==> src/rtl/tiny_nn_pkg.sv <==
// Shared types and command opcodes for the tiny NN convolution sequencer.
// Pure declarations: no logic, no latency, no flow control.
package tiny_nn_pkg;

    typedef logic [15:0] fp_t;

    localparam logic [3:0] CmdOpConvolve       = 4'h1;
    localparam logic [3:0] CmdOpConvolveCached = 4'h2;

endpackage

==> src/rtl/tiny_nn_param_cache.sv <==
// Parameter store replayed by cached convolutions; one-cycle write, combinational read.
// No backpressure; contents are unreset and only trusted under the sequencer's valid flag.
module tiny_nn_param_cache
    import tiny_nn_pkg::*;
#(
    parameter int Depth = 8,
    parameter int IdxW  = $clog2(Depth)
) (
    input  logic            clk_i,
    input  logic            we_i,
    input  logic [IdxW-1:0] waddr_i,
    input  fp_t             wdata_i,
    input  logic [IdxW-1:0] raddr_i,
    output fp_t             rdata_o
);

    fp_t mem_q [Depth];

    always_ff @(posedge clk_i) begin
        if (we_i) begin
            mem_q[waddr_i] <= wdata_i;
        end
    end

    assign rdata_o = mem_q[raddr_i];

endmodule

==> src/rtl/tiny_nn_conv_seq.sv <==
// Host-word sequencer: decodes commands, loads or replays 8 core parameters, then runs 2*(count+1) exec cycles.
// Command at cycle N gives parameters on N+1..N+8 and Exec from N+9; no backpressure, one host word per cycle.
module tiny_nn_conv_seq
    import tiny_nn_pkg::*;
#(
    parameter int ValArrayWidth  = 4,
    parameter int ValArrayHeight = 2,
    parameter int CountWidth     = 12
) (
    input  logic                                  clk_i,
    input  logic                                  rst_ni,
    input  logic [15:0]                           data_i,
    output logic [7:0]                            data_o,
    output fp_t                                   core_val_o,
    output logic [ValArrayHeight-1:0]             core_val_shift_o,
    output fp_t                                   core_param_o,
    output logic [ValArrayWidth*ValArrayHeight-1:0] core_param_write_o,
    output logic                                  core_mul_row_sel_o,
    output logic                                  core_mul_en_o,
    output logic [1:0]                            core_accumulate_en_o,
    input  fp_t                                   core_accumulate_i
);

    localparam int NumParams = ValArrayWidth * ValArrayHeight;
    localparam int IdxW      = $clog2(NumParams);

    typedef enum logic [1:0] {Idle, ParamIn, ParamReplay, Exec} state_e;

    state_e                state_q, state_d;
    logic [CountWidth-1:0] count_q, count_d;
    logic [IdxW-1:0]       index_q, index_d;
    logic                  phase_q, phase_d;
    logic                  cache_valid_q, cache_valid_d;

    logic                  cache_we;
    fp_t                   cache_rdata;
    logic                  last_param;

    assign last_param = (index_q == IdxW'(NumParams - 1));
    assign core_val_o = data_i;

    tiny_nn_param_cache #(
        .Depth (NumParams)
    ) u_param_cache (
        .clk_i   (clk_i),
        .we_i    (cache_we),
        .waddr_i (index_q),
        .wdata_i (data_i),
        .raddr_i (index_q),
        .rdata_o (cache_rdata)
    );

    always_ff @(posedge clk_i) begin
        if (!rst_ni) begin
            state_q       <= Idle;
            count_q       <= '0;
            index_q       <= '0;
            phase_q       <= 1'b0;
            cache_valid_q <= 1'b0;
        end else begin
            state_q       <= state_d;
            count_q       <= count_d;
            index_q       <= index_d;
            phase_q       <= phase_d;
            cache_valid_q <= cache_valid_d;
        end
    end

    always_comb begin
        state_d       = state_q;
        count_d       = count_q;
        index_d       = index_q;
        phase_d       = phase_q;
        cache_valid_d = cache_valid_q;
        unique case (state_q)
            Idle: begin
                if (data_i[15:12] == CmdOpConvolve) begin
                    count_d       = CountWidth'(data_i[11:0]);
                    cache_valid_d = 1'b0;
                    index_d       = '0;
                    state_d       = ParamIn;
                end else if (data_i[15:12] == CmdOpConvolveCached && cache_valid_q) begin
                    count_d = CountWidth'(data_i[11:0]);
                    index_d = '0;
                    state_d = ParamReplay;
                end
            end
            ParamIn, ParamReplay: begin
                index_d = index_q + 1'b1;
                if (last_param) begin
                    // Only a completed fresh load makes the cache trustworthy again.
                    if (state_q == ParamIn) begin
                        cache_valid_d = 1'b1;
                    end
                    phase_d = 1'b0;
                    state_d = Exec;
                end
            end
            Exec: begin
                phase_d = ~phase_q;
                if (phase_q) begin
                    if (count_q != '0) begin
                        count_d = count_q - 1'b1;
                    end else begin
                        state_d = Idle;
                    end
                end
            end
            default: state_d = Idle;
        endcase
    end

    always_comb begin
        data_o               = 8'hFF;
        core_val_shift_o     = '0;
        core_param_o         = data_i;
        core_param_write_o   = '0;
        core_mul_row_sel_o   = 1'b0;
        core_mul_en_o        = 1'b0;
        core_accumulate_en_o = '0;
        cache_we             = 1'b0;
        unique case (state_q)
            ParamIn: begin
                core_param_write_o = NumParams'(1) << index_q;
                cache_we           = 1'b1;
            end
            ParamReplay: begin
                core_param_o       = cache_rdata;
                core_param_write_o = NumParams'(1) << index_q;
            end
            Exec: begin
                core_val_shift_o     = {phase_q, ~phase_q};
                core_mul_row_sel_o   = phase_q;
                core_mul_en_o        = 1'b1;
                core_accumulate_en_o = {phase_q, 1'b1};
                data_o               = phase_q ? core_accumulate_i[15:8] : core_accumulate_i[7:0];
            end
            default: ;
        endcase
    end

endmodule

==> config.mk <==
export PLATFORM = sky130hd
export DESIGN_NAME = tiny_nn_conv_seq
export DESIGN_NICKNAME = d
export VERILOG_FILES = /design/src/rtl/tiny_nn_pkg.sv /design/src/rtl/tiny_nn_param_cache.sv /design/src/rtl/tiny_nn_conv_seq.sv
export SDC_FILE = /design/constraint.sdc
export NUM_CORES = 1
export LEC_CHECK = 0
export BUFFER_PORTS_ARGS = -buffer_cell sky130_fd_sc_hd__buf_2
export CAP_MARGIN = 20
export CORE_MARGIN = 1
export CORE_UTILIZATION = 35
export DETAILED_ROUTE_END_ITERATION = 7
export SETUP_SLACK_MARGIN = 0.3
export SYNTH_ARGS = -nofsm -noshare
export SYNTH_HDL_FRONTEND = slang
export SYNTH_HIERARCHICAL = 1
export SYNTH_SLANG_ARGS = --single-unit
==> constraint.sdc <==
create_clock -name clk_i -period 6.3 [get_ports clk_i]
set_clock_uncertainty 0.1 [all_clocks]
set_input_delay 0.63 -clock clk_i [delete_from_list [all_inputs] [get_ports clk_i]]
set_output_delay 0.63 -clock clk_i [all_outputs]
set_load 0.1 [all_outputs]
# [Word-level counts from Yosys, hierarchy flattened]
# Memories as Yosys holds them, arrays and structs flattened. A register that Yosys moved wholly into a read port is not among the register bits.
# Index checks and enable logic that the tools add are counted.
[totals] romBits=0 reg_bits=19 input_bits=34 memories=1 out_inout_bits=54 mem_bits_rw=128 latch_bits=0 elab_cells=68
[mem_list] name="u_param_cache.mem_q" depth=8 width=16 rd=1 rd_clocked_by_memory_dff=1 write_ports=1 line="tiny_nn_param_cache.sv:17" text="fp_t mem_q [Depth];"
[classes] bitwise=1 div=0 reduce_logical=12 n_mul=0 muxes=33 n_shift=1 n_eq_ne=13 add_sub_neg=2 order_cmp=0
[ops] op="$mux 12" count=4
[ops] op="$mux 8" count=3
[ops] op="$pmux 12 s2" count=1
[ops] op="$mux 16" count=1
[ops] op="$mux 2" count=7
[ops] op="$mux 3" count=4
[ops] op="$reduce_and 4->1" count=3
[ops] op="$reduce_bool 12->1" count=1
[ops] op="$sub 12x1->12 const B" count=1
[ops] op="$mux 1" count=9
[ops] op="$ne 2x2->1 const B" count=4
[ops] op="$shl 1x3->8 const A" count=1
[ops] op="$pmux 2 s3" count=1
[ops] op="$pmux 3 s2" count=1
[ops] op="$reduce_bool 2->1" count=3
[ops] op="$eq 2x2->1 const B" count=2
[ops] op="$eq 4x1->1 const B" count=1
[ops] op="$eq 4x2->1 const B" count=1
[ops] op="$ne 2x1->1 const B" count=2
[ops] op="$pmux 1 s2" count=2
[ops] op="$reduce_and 2->1" count=2
[ops] op="$add 3x1->3 const B" count=1
[ops] op="$eq 3x3->1 const B" count=1
[ops] op="$ne 3x3->1 const B" count=1
[ops] op="other kinds (5)" count=5

# [Depth between registers and ports, before layout]
# Gate-level depths: netlist (run 1).
[logic_depth] depth_word=7 ltp_mapped=7 ltp_nobuf=6

# [Modules after synthesis]
# The synthesis (run 1) kept the hierarchy.
[by_module_without_submodules] mod="tiny_nn_param_cache" seq_area_each_um2=3843.7 area_per_inst_um2=4973.5 cells_each=198 instances=1
[by_module_without_submodules] mod="tiny_nn_conv_seq" seq_area_each_um2=380.4 area_per_inst_um2=1928.1 cells_each=232 instances=1

# [Worst setup path after synthesis (run 1)]
# OpenSTA, ideal clock, no wires.
[synth_timing] path_type="reg2out" startpoint="register state_q[0]" endpoint="output core_accumulate_en_o[1]" path_slack_ns=2.711 path_stages_with_launch=5 arrival_ns=2.859 path_buffers=2 required_time_ns=5.570 path_cell_list="dfxtp_1 > ha_1 > buf_1 > and2_1 > buf_4"
[synth_between] elab_chain_len=2
[synth_lines] element="start, declared" line="tiny_nn_conv_seq.sv:29" text="state_e state_q, state_d;"
[synth_lines] element="start signal, assigned" line="tiny_nn_conv_seq.sv:55" text="state_q <= Idle;"
[synth_lines] element="start signal, assigned" line="tiny_nn_conv_seq.sv:61" text="state_q <= state_d;"
[synth_lines] element="$eq 2x2->1" line="tiny_nn_conv_seq.sv:122" text="unique case (state_q)"
[synth_lines] element="$mux 2" line="tiny_nn_conv_seq.sv:122"
[synth_lines] element="end, declared" line="tiny_nn_conv_seq.sv:20" text="output logic [1:0] core_accumulate_en_o,"
# Every way passes these cells.

==> flow_metrics.tcl, run 1 <==
set metrics [dict create \
    report.final.setup_viol 0 \
    postSynth.topFlopCell "sky130_fd_sc_hd__edfxtp_1" \
    drv_slew 0 \
    route.detailed.vias_per_inst 5.27 \
    share_of_post_route_cells_with_drive_strength_above_1 0.339 \
    floorplan.core_area_mm2 0.0190 \
    synth-async-reset-ratio 0 \
    dp_worst_setup_slack_ns 2.93 \
    rows 50 \
    globalplace.congestion 0.789 \
    arrival_ns 3.05 \
    ir_worst_vdd_mv 0.174 \
    die_area_mm2 0.0203 \
    dpl.hpwl_um 9760 \
    h_tree_level_count 4 \
    initial_core_utilization 0.363 \
    fin_crit_sh 0.600 \
    floorplan.die.width_um 142 \
    timing.fmax_mhz 265 \
    design.portCount 88 \
    post-cts-setup-buffer-count 0 \
    outcome "complete, no violations" \
    cts-root-buf "sky130_fd_sc_hd__clkbuf_16" \
    initial_antenna_violation_count 0 \
    drt_iter0_markers 281 \
    cts_sinks 147 \
    worst-endpoint-required_ns 5.57 \
    min_path_type "reg2reg" \
    port-buffer-count 87 \
    wirelength_um 14800 \
    most_common_library_cell_in_the_layout_ignoring_fill_and_taps "sky130_fd_sc_hd__edfxtp_1" \
    cell_area_synth_mm2 0.00690 \
    tritoncts_clock_tree "built" \
    flow.area_growth_from_synthesis_pct 16.4 \
    final.fill_count 1767 \
    gr_ovfl_total 0 \
    syn_nets 476 \
    track_usage 0.153 \
    timing_worst_slew_pin_value_ns 1.08 \
    synth.distinct_cells 57 \
    crit_path_max_fanout 22 \
    detail_route.drc_violations 0 \
    drt_pre_antenna_iters 5 \
    final.setup.tns_ns 0 \
    nNetsFinal 553 \
    areal_power_density_over_the_cells_mw_per_mm2 279 \
    grt_pass1_vias 4047 \
    cts_buf_count 17 \
    worst_slew_margin_rel 0.281 \
    multi_input_area_mm2 0.00240 \
    ff_latch_area_mm2 0.00423 \
    period_minus_slack_ns 3.78 \
    ys_warn_count 6 \
    placed_cells_incl_taps 748 \
    dr_total_vias 4109 \
    total_leakage_power_uw 0.00277 \
    worstSetupStartpointType "register" \
    first_pass_grt_wire_length_um 22700 \
    clock_latency_ns 0.42 \
    layout_setup_ws_ns 2.52 \
    dieHeight_um 142 \
    synth_area_per_cell_um2 16.1 \
    number_of_flops_mapped_to_enable_cells_by_yosys 128 \
    finalPower_uw 2240 \
    largest_net_degree_at_the_start_of_global_routing 29 \
    final-hold-violation-count 0 \
    cts_resized 0 \
    clk_pin_slew_worst_paths_ns 0.06 \
    postCtsHoldBufs 0 \
    worstSetupPathType "reg2out" \
    syn-instance-count 430 \
    cts-root-to-sink-buffers 2 \
    drv.max_cap_violation_count 0 \
    detail-route-antenna-nets 0 \
    fin_cells 779 \
    setup_repair_after_global_routing_missed_its_margin "no" \
    drt-wirelength-per-cell_um 19.0 \
    seq_area_frac_synth 0.612 \
    ant_diodes 0 \
    synth-seq-cells 147 \
    layout.cells.most_common_list "128 x sky130_fd_sc_hd__edfxtp_1, 87 x sky130_fd_sc_hd__buf_2, 32 x sky130_fd_sc_hd__mux2_2" \
    cp-end-kind "output port" \
]
-- per-stage QoR --
stage	hold WS, ns	area (µm²)	util
finish	0.399	8030	0.422
global route	0.431	8030	0.422
CTS	0.393	8030	0.422
detailed placement	0.386	7530	0.396
global placement	0.367	7500	0.395
floorplan	0.359	6900	-
-- worst max-delay path, cell delays in order (launching register included) --
cell                      delay [ns]
sky130_fd_sc_hd__dfxtp_2        0.71
sky130_fd_sc_hd__buf_4          0.47
sky130_fd_sc_hd__mux4_1         0.59
sky130_fd_sc_hd__mux2_2         0.27
sky130_fd_sc_hd__mux2_2         0.28
sky130_fd_sc_hd__buf_2          0.30
-- cell type report --
| cell class | count | area share |
|---|---|---|
| sequential | 147 | 0.526 |
| multi-input combinational | 232 | 0.299 |
| timing repair buffer | 98 | 0.0670 |
| clock buffer | 18 | 0.0534 |
| tap | 260 | 0.0405 |
| clock inverter | 13 | 0.00888 |
| inverter | 11 | 0.00514 |
-- final timing paths --
check                                  from  slack [ns]                   endpoint  cells after the start
worst min-delay path            count_q[10]        0.40                count_q[10]                      2
worst min register to register  count_q[10]        0.40                count_q[10]                      2
worst max register to register   index_q[2]        3.62  u_param_cache/mem_q[4][2]                      3
worst max-delay path             index_q[0]        2.52            core_param_o[0]                      5
-- flip-flops by register name, summed over array words and instances (netlist names) --
register / count
u_param_cache/mem_q: 128
state_q: 2
phase_q: 1
index_q: 3
count_q: 12
cache_valid_q: 1
-- kinds of logic after synthesis --
family / count (synthesis) / share of synthesized area
flip-flops: 147 / 0.612
AND/OR/NAND/NOR: 84 / 0.0702
multiplexers: 75 / 0.188
AO/OA/AOI/OAI: 60 / 0.0638
buffers and inverters: 51 / 0.0431
adder cells (fa/ha/maj): 12 / 0.0218
XOR/XNOR: 1 / 0.00127
-- synthesized netlist by cell type (2+ instances only) --
cell                          n  area (µm²)
sky130_fd_sc_hd__buf_1        5        18.8
sky130_fd_sc_hd__a31oi_1      4        25.0
sky130_fd_sc_hd__nor3_1       3        15.0
sky130_fd_sc_hd__a31o_2       2        17.5
sky130_fd_sc_hd__nand2b_1     4        25.0
sky130_fd_sc_hd__a21oi_1     16        80.1
sky130_fd_sc_hd__nor2_1      14        52.6
sky130_fd_sc_hd__dfxtp_1     19         380
sky130_fd_sc_hd__and3_1       3        18.8
sky130_fd_sc_hd__nor4_2       2        25.0
sky130_fd_sc_hd__mux2i_1     11         110
sky130_fd_sc_hd__or3_1        4        25.0
sky130_fd_sc_hd__mux4_2       4        90.1
sky130_fd_sc_hd__clkbuf_1    10        37.5
sky130_fd_sc_hd__mux4_1      28         736
sky130_fd_sc_hd__o2bb2ai_1    2        17.5
sky130_fd_sc_hd__nand3_1     10        50.1
sky130_fd_sc_hd__nand2_1     19        71.3
sky130_fd_sc_hd__nand4_1      3        18.8
sky130_fd_sc_hd__or4_1        2        15.0
sky130_fd_sc_hd__mux2_2      32         360
sky130_fd_sc_hd__o31ai_1      7        52.6
sky130_fd_sc_hd__o21ai_0      8        40.0
sky130_fd_sc_hd__a32o_1       5        50.1
sky130_fd_sc_hd__buf_6        4        45.0
sky130_fd_sc_hd__and2_1       7        43.8
sky130_fd_sc_hd__edfxtp_1   128        3840
sky130_fd_sc_hd__nor2b_1      4        25.0
sky130_fd_sc_hd__ha_1        12         150
sky130_fd_sc_hd__buf_4       20         150
sky130_fd_sc_hd__inv_1       11        41.3
sky130_fd_sc_hd__o211ai_1     2        15.0
-- report_power, final --
group,switching (µW),leakage [µW],internal (µW)
registers,10.1,0.00130,1070
logic,235,0.00122,76.2
clock network,362,0.000241,490
-- metal layers --
| metal | global-route usage | part of all wire |
|---|---|---|
| met1 | 0.197 | 0.44 |
| met2 | 0.253 | 0.48 |
| met3 | 0.0400 | 0.060 |
| met4 | 0.0470 | 0.012 |
| met5 | 0 | 0 |
No activity file was read; power rests on OpenSTA's default activity.
==> run 2, diff against run 1 <==
Clock period 6.3 ns to 3.5 ns, I/O delays scaled along.
==> run 2 against run 1 <==
  * Final area grew 1.6%
  * Die area did not move
  * Utilization grew 0.66 points
  * Worst hold slack lost 0.25 ns
  * Flip-flop and latch count did not move
  * First-iteration DRC count is 2.5% lower
  * Critical path depth did not move
  * Via count up 1.1%
==> flow_metrics.tcl, run 2 (same netlist as run 1, synthesis figures left out) <==
set metrics [dict create \
    post-cts-setup-buffer-count 0 \
    areal_power_density_over_the_cells_mw_per_mm2 527 \
    floorplan.core_area_mm2 0.0190 \
    design.portCount 88 \
    timing_worst_slew_pin_value_ns 0.836 \
    ir_worst_vdd_mv 0.360 \
    netSwitchingPower_uw 1140 \
    rows 50 \
    cts-root-to-sink-buffers 2 \
    cp-end-kind "output port" \
    drv.max_cap_violation_count 0 \
    dpl-instance-area_mm2 0.00756 \
    initial_antenna_violation_count 0 \
    final_cell_area_mm2 0.00816 \
    largest_net_degree_at_the_start_of_global_routing 42 \
    most_common_library_cell_in_the_layout_ignoring_fill_and_taps "sky130_fd_sc_hd__edfxtp_1" \
    arrival_ns 2.63 \
    largest_registers "u_param_cache/mem_q x128, count_q x12, index_q x3" \
    h_tree_level_count 4 \
    final-hold-violation-count 0 \
    timing.reg2reg.setup_slack_ns 1.02 \
    drt_iter0_markers 274 \
    final.setup.tns_ns 0 \
    ant_diodes 0 \
    crit_path_max_fanout 33 \
    internal_power_uw 3160 \
    report.final.setup_viol 0 \
    flow.area_growth_from_synthesis_pct 18.2 \
    drt-wirelength-per-cell_um 19.9 \
    worst-endpoint-required_ns 3.05 \
    largest_register_ffs 128 \
    dr_total_vias 4155 \
    setup_repair_after_global_routing_missed_its_margin "no" \
    initial_core_utilization 0.363 \
    dieHeight_um 142 \
    cts-root-buf "sky130_fd_sc_hd__clkbuf_16" \
    outcome "complete, no violations" \
    nNetsFinal 556 \
    period_minus_slack_ns 3.08 \
    globalplace.congestion 0.850 \
    detail_route.drc_violations 0 \
    total_leakage_power_uw 0.00283 \
    first_pass_grt_wire_length_um 24300 \
    critPathMaxStageDelay_ns 0.64 \
    layout.cells.most_common_list "128 x sky130_fd_sc_hd__edfxtp_1, 87 x sky130_fd_sc_hd__buf_2, 32 x sky130_fd_sc_hd__mux2_2" \
    min_path_type "in2reg" \
    reg_power_frac 0.450 \
    worst_slew_margin_rel 0.442 \
    grt_pass1_vias 4221 \
    floorplan.die.width_um 142 \
    share_clk_of_total_power 0.420 \
    wirelength_um 15600 \
    route.detailed.vias_per_inst 5.31 \
    cp_cell_sequence "buf_12 > mux4_1 > mux2_2 > mux2_2 > buf_2" \
    worstSetupPathType "reg2out" \
    clk_pin_slew_worst_paths_ns 0.06 \
    worstSetupStartpointType "register" \
    path_buf_inv 2 \
    track_usage 0.164 \
    largest_register "u_param_cache/mem_q" \
    clock_latency_ns 0.42 \
    port-buffer-count 87 \
    drt_pre_antenna_iters 4 \
    die_area_mm2 0.0203 \
    timing.critical_path.mode_cell "sky130_fd_sc_hd__mux2_2" \
    path_delay_family "multiplexers" \
    cts_sinks 147 \
    postCtsHoldBufs 0 \
    cts_buf_count 17 \
    detail-route-antenna-nets 0 \
    worst_path_max_delay_cell "sky130_fd_sc_hd__mux4_1" \
    fin_crit_sh 0.879 \
    timing.fmax_mhz 325 \
    dpl.hpwl_um 9900 \
    gr_ovfl_total 0 \
    power.switching_fraction 0.264 \
    power_frac_comb 0.130 \
    share_of_post_route_cells_with_drive_strength_above_1 0.352 \
    tritoncts_clock_tree "built" \
    finalPower_uw 4300 \
    drv_slew 0 \
]
[run 2: cell count changes in the layout (fill, tap and decap cells not counted), sizes merged]
cell	delta
clkinvlp	+2
buf	+3
inv	+1
clkinv	-5
bufinv	+3
[run 2: power by group through the flow]
stage	Clock [µW]	Sequential [µW]	Combinational (µW)
after floorplan	0	1970	443
after global placement	0	1970	550
after detailed placement	0	1970	559
after CTS	1850	1930	561
after global routing	1920	1940	590
final	1810	1930	560
[run 2: path summary, 6_finish.rpt]
check | startpoint | endpoint | depth (start not counted)
setup reg to reg | state_q[0] | count_q[0] | 5
hold reg to reg | count_q[10] | count_q[10] | 2
hold / removal | data_i[4] | u_param_cache/mem_q[7][4] | 1
setup / recovery | index_q[0] | core_param_o[13] | 5
[run 2: routing by layer]
layer  wire (µm)  track usage  part of all wire
met4         244       0.0594             0.016
met2        7590        0.267              0.49
met3         811       0.0394             0.052
met5           0            0                 0
met1        6960        0.214              0.45
[run 2: through the flow]
stage | setup slack [ns] | cells | hold slack [ns] | util
4_1_cts | 0.300 | 783 | 0.146 | 0.429
3_5_place_dp | 0.744 | 751 | 0.379 | 0.398
2_1_floorplan | 0.537 | 430 | 0.349 | -
6_report | 0.423 | 783 | 0.151 | 0.429
5_1_grt | 0.359 | 783 | 0.163 | 0.429
3_3_place_gp | 0.762 | 751 | 0.368 | 0.398
[run 2: layout make-up]
| class | count | area (µm²) |
|---|---|---|
| fillers | 1732 | 10900 |
| flip-flops and latches | 147 | 4230 |
| multi-input cells | 232 | 2390 |
| repair buffers | 101 | 578 |
| clock buffers | 18 | 429 |
| well taps | 260 | 325 |
| clock inverters | 14 | 163 |
| inverters | 11 | 41.3 |
[run 2: repair_timing]
item / CTS / global route
endpoints found under the hold margin: 0 / 0
gates resized for setup: 1 / 1
pin swaps: 0 / 0
setup endpoints to repair: 2 / 6
